==> config.mk <==
export PLATFORM = sky130hd
export DESIGN_NAME = sync_fifo_p
export DESIGN_NICKNAME = d
export VERILOG_FILES = /design/src/rtl/sync_fifo_p.sv
export SDC_FILE = /design/constraint.sdc
export NUM_CORES = 1
export LEC_CHECK = 0
export ABC_CLOCK_PERIOD_IN_PS = 3140
export CORE_ASPECT_RATIO = 2
export CORE_MARGIN = 5
export CORE_UTILIZATION = 45
export CTS_BUF_LIST = sky130_fd_sc_hd__clkbuf_4 sky130_fd_sc_hd__clkbuf_8 sky130_fd_sc_hd__clkbuf_16
export CTS_CLUSTER_SIZE = 24
export DETAILED_ROUTE_END_ITERATION = 10
export PLACE_DENSITY = 0.65
export SLEW_MARGIN = 20
export SYNTH_ARGS = -nofsm -noshare
export SYNTH_HDL_FRONTEND = slang
export SYNTH_SLANG_ARGS = --single-unit
==> constraint.sdc <==
create_clock -name clk -period 3.14 [get_ports clk]
set_input_delay 0.942 -clock clk [delete_from_list [all_inputs] [get_ports clk]]
set_output_delay 0.942 -clock clk [all_outputs]
set_load 0.01 [all_outputs]
==> src/rtl/sync_fifo_p.sv <==
// ============================================================================
// Module   : sync_fifo_p
// Brief    : Single-clock FIFO with registered read data, occupancy count,
//            almost-full/almost-empty thresholds and sticky error flags.
// Revision : 1.0 - initial release
// ============================================================================
`default_nettype none

module sync_fifo_p #(
  parameter int DATA_W   = 8,
  parameter int ADDR_W   = 4,
  parameter int AF_LEVEL = (2 ** ADDR_W) - 2,
  parameter int AE_LEVEL = 2
) (
  input  logic              clk,
  input  logic              rst,
  input  logic              clr,
  input  logic              w_en,
  input  logic [DATA_W-1:0] wdata,
  input  logic              r_en,
  output logic [DATA_W-1:0] rdata,
  output logic              rvalid,
  output logic              wfull,
  output logic              rempty,
  output logic [ADDR_W:0]   count,
  output logic              almost_full,
  output logic              almost_empty,
  output logic              overflow,
  output logic              underflow
);

  localparam int              DEPTH   = 2 ** ADDR_W;
  localparam logic [ADDR_W:0] c_DEPTH = (ADDR_W + 1)'(DEPTH);
  localparam logic [ADDR_W:0] c_AF    = (ADDR_W + 1)'(AF_LEVEL);
  localparam logic [ADDR_W:0] c_AE    = (ADDR_W + 1)'(AE_LEVEL);

  logic [DATA_W-1:0] r_mem [DEPTH];
  logic [ADDR_W:0]   r_wptr;
  logic [ADDR_W:0]   r_rptr;
  logic [ADDR_W:0]   r_count;
  logic [DATA_W-1:0] r_rdata;
  logic              r_rvalid;
  logic              r_overflow;
  logic              r_underflow;

  logic w_wr_acc;
  logic w_rd_acc;

  // Status flags depend only on the registered count, never on this cycle's requests.
  assign wfull        = (r_count == c_DEPTH);
  assign rempty       = (r_count == '0);
  assign almost_full  = (r_count >= c_AF);
  assign almost_empty = (r_count <= c_AE);

  assign w_wr_acc = w_en & ~wfull  & ~clr;
  assign w_rd_acc = r_en & ~rempty & ~clr;

  assign rdata     = r_rdata;
  assign rvalid    = r_rvalid;
  assign count     = r_count;
  assign overflow  = r_overflow;
  assign underflow = r_underflow;

  // Storage carries no reset; stale contents are unreachable once pointers clear.
  always_ff @(posedge clk) begin
    if (w_wr_acc) begin
      r_mem[r_wptr[ADDR_W-1:0]] <= wdata;
    end
  end

  always_ff @(posedge clk or posedge rst) begin
    if (rst) begin
      r_wptr      <= '0;
      r_rptr      <= '0;
      r_count     <= '0;
      r_rdata     <= '0;
      r_rvalid    <= 1'b0;
      r_overflow  <= 1'b0;
      r_underflow <= 1'b0;
    end else if (clr) begin
      r_wptr      <= '0;
      r_rptr      <= '0;
      r_count     <= '0;
      r_rvalid    <= 1'b0;
      r_overflow  <= 1'b0;
      r_underflow <= 1'b0;
    end else begin
      r_rvalid <= w_rd_acc;
      if (w_wr_acc) begin
        r_wptr <= r_wptr + 1'b1;
      end
      if (w_rd_acc) begin
        r_rdata <= r_mem[r_rptr[ADDR_W-1:0]];
        r_rptr  <= r_rptr + 1'b1;
      end
      unique case ({w_wr_acc, w_rd_acc})
        2'b10:   r_count <= r_count + 1'b1;
        2'b01:   r_count <= r_count - 1'b1;
        default: r_count <= r_count;
      endcase
      if (w_en && wfull) begin
        r_overflow <= 1'b1;
      end
      if (r_en && rempty) begin
        r_underflow <= 1'b1;
      end
    end
  end

endmodule

`default_nettype wire

==> qor.txt <==
PwrDens - 699.8 nW/um^2
EDFF count, synth - 128
R2R cell count - 9
Synth async-reset ratio - 0.1579
total power - 5.332 mW
Setup CP Type - reg2out
Port Buffers - 32
total gr overflow - 0
Die W - 93.58 um
Pins Over Slew Limit - 0
Area Growth Syn to Fin - 21.19%
Root Buffer - clkbuf_16
skew final - 0.006737 ns
first-pass GRT wire length - 20890 um
Ports - 33
DR WL/cell - 21.92 um
GRT Overall Usage - 0.1770
number of global-route vias before repair - 3597
Clock Sinks - 152
maximum vdd drop - 0.3940 mV
RSZ-0062 raised after global routing - false
Synth Flop Type - edfxtp_1
syn_nets - 362
setup TNS - 0 ns
first drt pass iteration count - 4
Final ANT Viol Nets - 0
Slew headroom - 0.5160
Post-Syn Instances - 342
Vias - 3334
largest net degree at the start of global routing - 35
CP startpoint kind - register
slew of the pin with the lowest slew margin - 0.7259 ns
Hold/Removal Path Class - reg2reg
CTS Hold Bufs - 0
GPL Wtd Cong - 0.8789
ratio of cells with drive above 1 in the final layout - 0.3081
H-tree levels - 4
latest clock arrival within the worst-skew pair - 0.41 ns
die area - 16580 sq um
clock buffer count from CTS - 17
post-CTS setup buffers - 0
Syn Std Cell Area - 6287 sq um
Core Box Area - 13810 sq um
crit share post-route - 0.9676
CP Data Required Time - 2.20 ns
Synth cell types - 42
Syn Area/Cell - 18.38 sq um
maxcap violations - 0
CP max FO - 5
Initial Utilization - 0.4551
antenna violations before repair - 0
setup violators final - 0
DP HPWL - 9412 um
DRC Markers - 0
CTS tree - yes
Ys Warns - 0
DIE HEIGHT - 177.2 um
antenna cells - 0
Hold Violations, Final - 0
Clock transition at path regs - 0.06 ns
routed wire length - 13400 um
status - finished clean
Vias/cell - 5.457
row cnt - 61
min cycle time layout - 3.038 ns
FF+latch count, synth - 152
CTS Buffer Depth - 2
Worst EP arrival - 2.10 ns
FMAX - 329.1 MHz
kind of end point of the critical path - output pin
post-synthesis sequential area ratio - 0.7069
Final Core Density - 0.5516
final net count - 429
Starting DRT DRC Count - 266
Cells on Worst Hold Path - 2
P_leak - 2.586 nW
[per-stage QoR]
stage	instances	hold slack [ns]	area, sq um	setup WS (ns)
2_1_floorplan	342	0.5285	6287	0.2992
3_3_place_gp	579	0.4840	7069	-0.05316
3_5_place_dp	579	0.4818	7069	-0.05243
4_1_cts	611	0.4978	7617	0.04450
5_1_grt	611	0.5282	7620	0.005648
6_report	611	0.4914	7620	0.1016
[routing by layer]
metal	wire, um	vias up	global-route usage
li1	-	1496	-
met1	4594	1712	0.1855
met2	7849	94	0.3307
met3	483	32	0.03234
met4	470	0	0.08800
met5	0	-	0
[where the power goes]
part           switching [mW]  internal, mW
logic                   0.510         0.539
registers               0.119          2.32
clock network           0.823          1.03
[sequential cells by signal, summed over array words and instances (netlist names)]
| name | count |
|---|---|
| r_mem | 128 |
| rdata | 8 |
| count | 5 |
| r_rptr | 4 |
| r_wptr | 4 |
| overflow | 1 |
| rvalid | 1 |
| underflow | 1 |
[layout by cell type (no fill, tap or decap), types with 2 or more instances in the layout]
cell / count
mux4_2: 40
inv_8: 3
nand3_1: 4
nor2_1: 29
o21ai_0: 5
mux2i_1: 3
edfxtp_1: 128
nor4_1: 2
mux2_2: 8
a2111oi_0: 2
inv_6: 2
xnor2_1: 3
ha_1: 7
nor2b_1: 2
nor4_2: 4
clkinv_4: 4
a21oi_1: 10
clkinvlp_4: 2
clkbuf_16: 17
clkdlybuf4s50_1: 31
nand2_1: 10
xor2_1: 6
o211ai_2: 2
clkinv_2: 3
nand2b_1: 4
nor3_1: 4
dfrtp_1: 23
buf_4: 36
inv_1: 6
[critical path, stage by stage, from the launching register on]
cell and delay [ns]:
dfrtp_1 0.39, or4_4 0.60, nor2_1 0.14, clkdlybuf4s50_1 0.55
[area by class of cell]
| class | instances | area, sq um |
|---|---|---|
| fillers | 1083 | 6195 |
| flip-flops and latches | 152 | 4446 |
| multi-input cells | 163 | 1757 |
| repair buffers | 69 | 613.1 |
| clock buffers | 17 | 425.4 |
| well taps | 189 | 236.5 |
| clock inverters | 15 | 120.1 |
| inverters | 6 | 22.52 |
[Yosys cell counts (4+ instances only)]
library cell / instances / area [sq um]
nand2_1: 10 / 37.54
clkbuf_1: 13 / 48.80
nand3_1: 4 / 20.02
buf_2: 4 / 20.02
dfrtp_1: 24 / 600.6
mux2_2: 8 / 90.09
o21ai_0: 5 / 25.02
ha_1: 7 / 87.58
edfxtp_1: 128 / 3844
mux4_2: 40 / 900.9
nor4_1: 6 / 37.54
xor2_1: 6 / 52.55
nand2b_1: 4 / 25.02
nor2_1: 29 / 108.9
inv_1: 6 / 22.52
nor3_1: 4 / 20.02
a21oi_1: 10 / 50.05
[logic make-up after synthesis]
| family | Yosys count | share of synthesized area |
|---|---|---|
| compound gates | 28 | 0.03363 |
| xor+xnor | 9 | 0.01254 |
| fa+ha+maj | 7 | 0.01393 |
| buf+inv | 27 | 0.01811 |
| flops | 152 | 0.7069 |
| mux | 51 | 0.1624 |
| simple gates | 68 | 0.05254 |
[path summary, 6_finish.rpt]
check	from	to	slack [ns]
min in group asynchronous	rst	count[1]	0.90
worst max-delay path	count[0]	rempty	0.10
worst max register to register	count[0]	count[4]	0.45
worst min-delay path	underflow	underflow	0.49
max in group asynchronous	rst	r_rptr[2]	1.97
worst min register to register	underflow	underflow	0.49
[timing repair]
action	4_1_cts	5_1_grt
cloned	0	0
resized for setup	1	1
endpoints found under the setup margin	2	1
pin swaps	0	0
No activity file was read; power rests on OpenSTA's default activity.
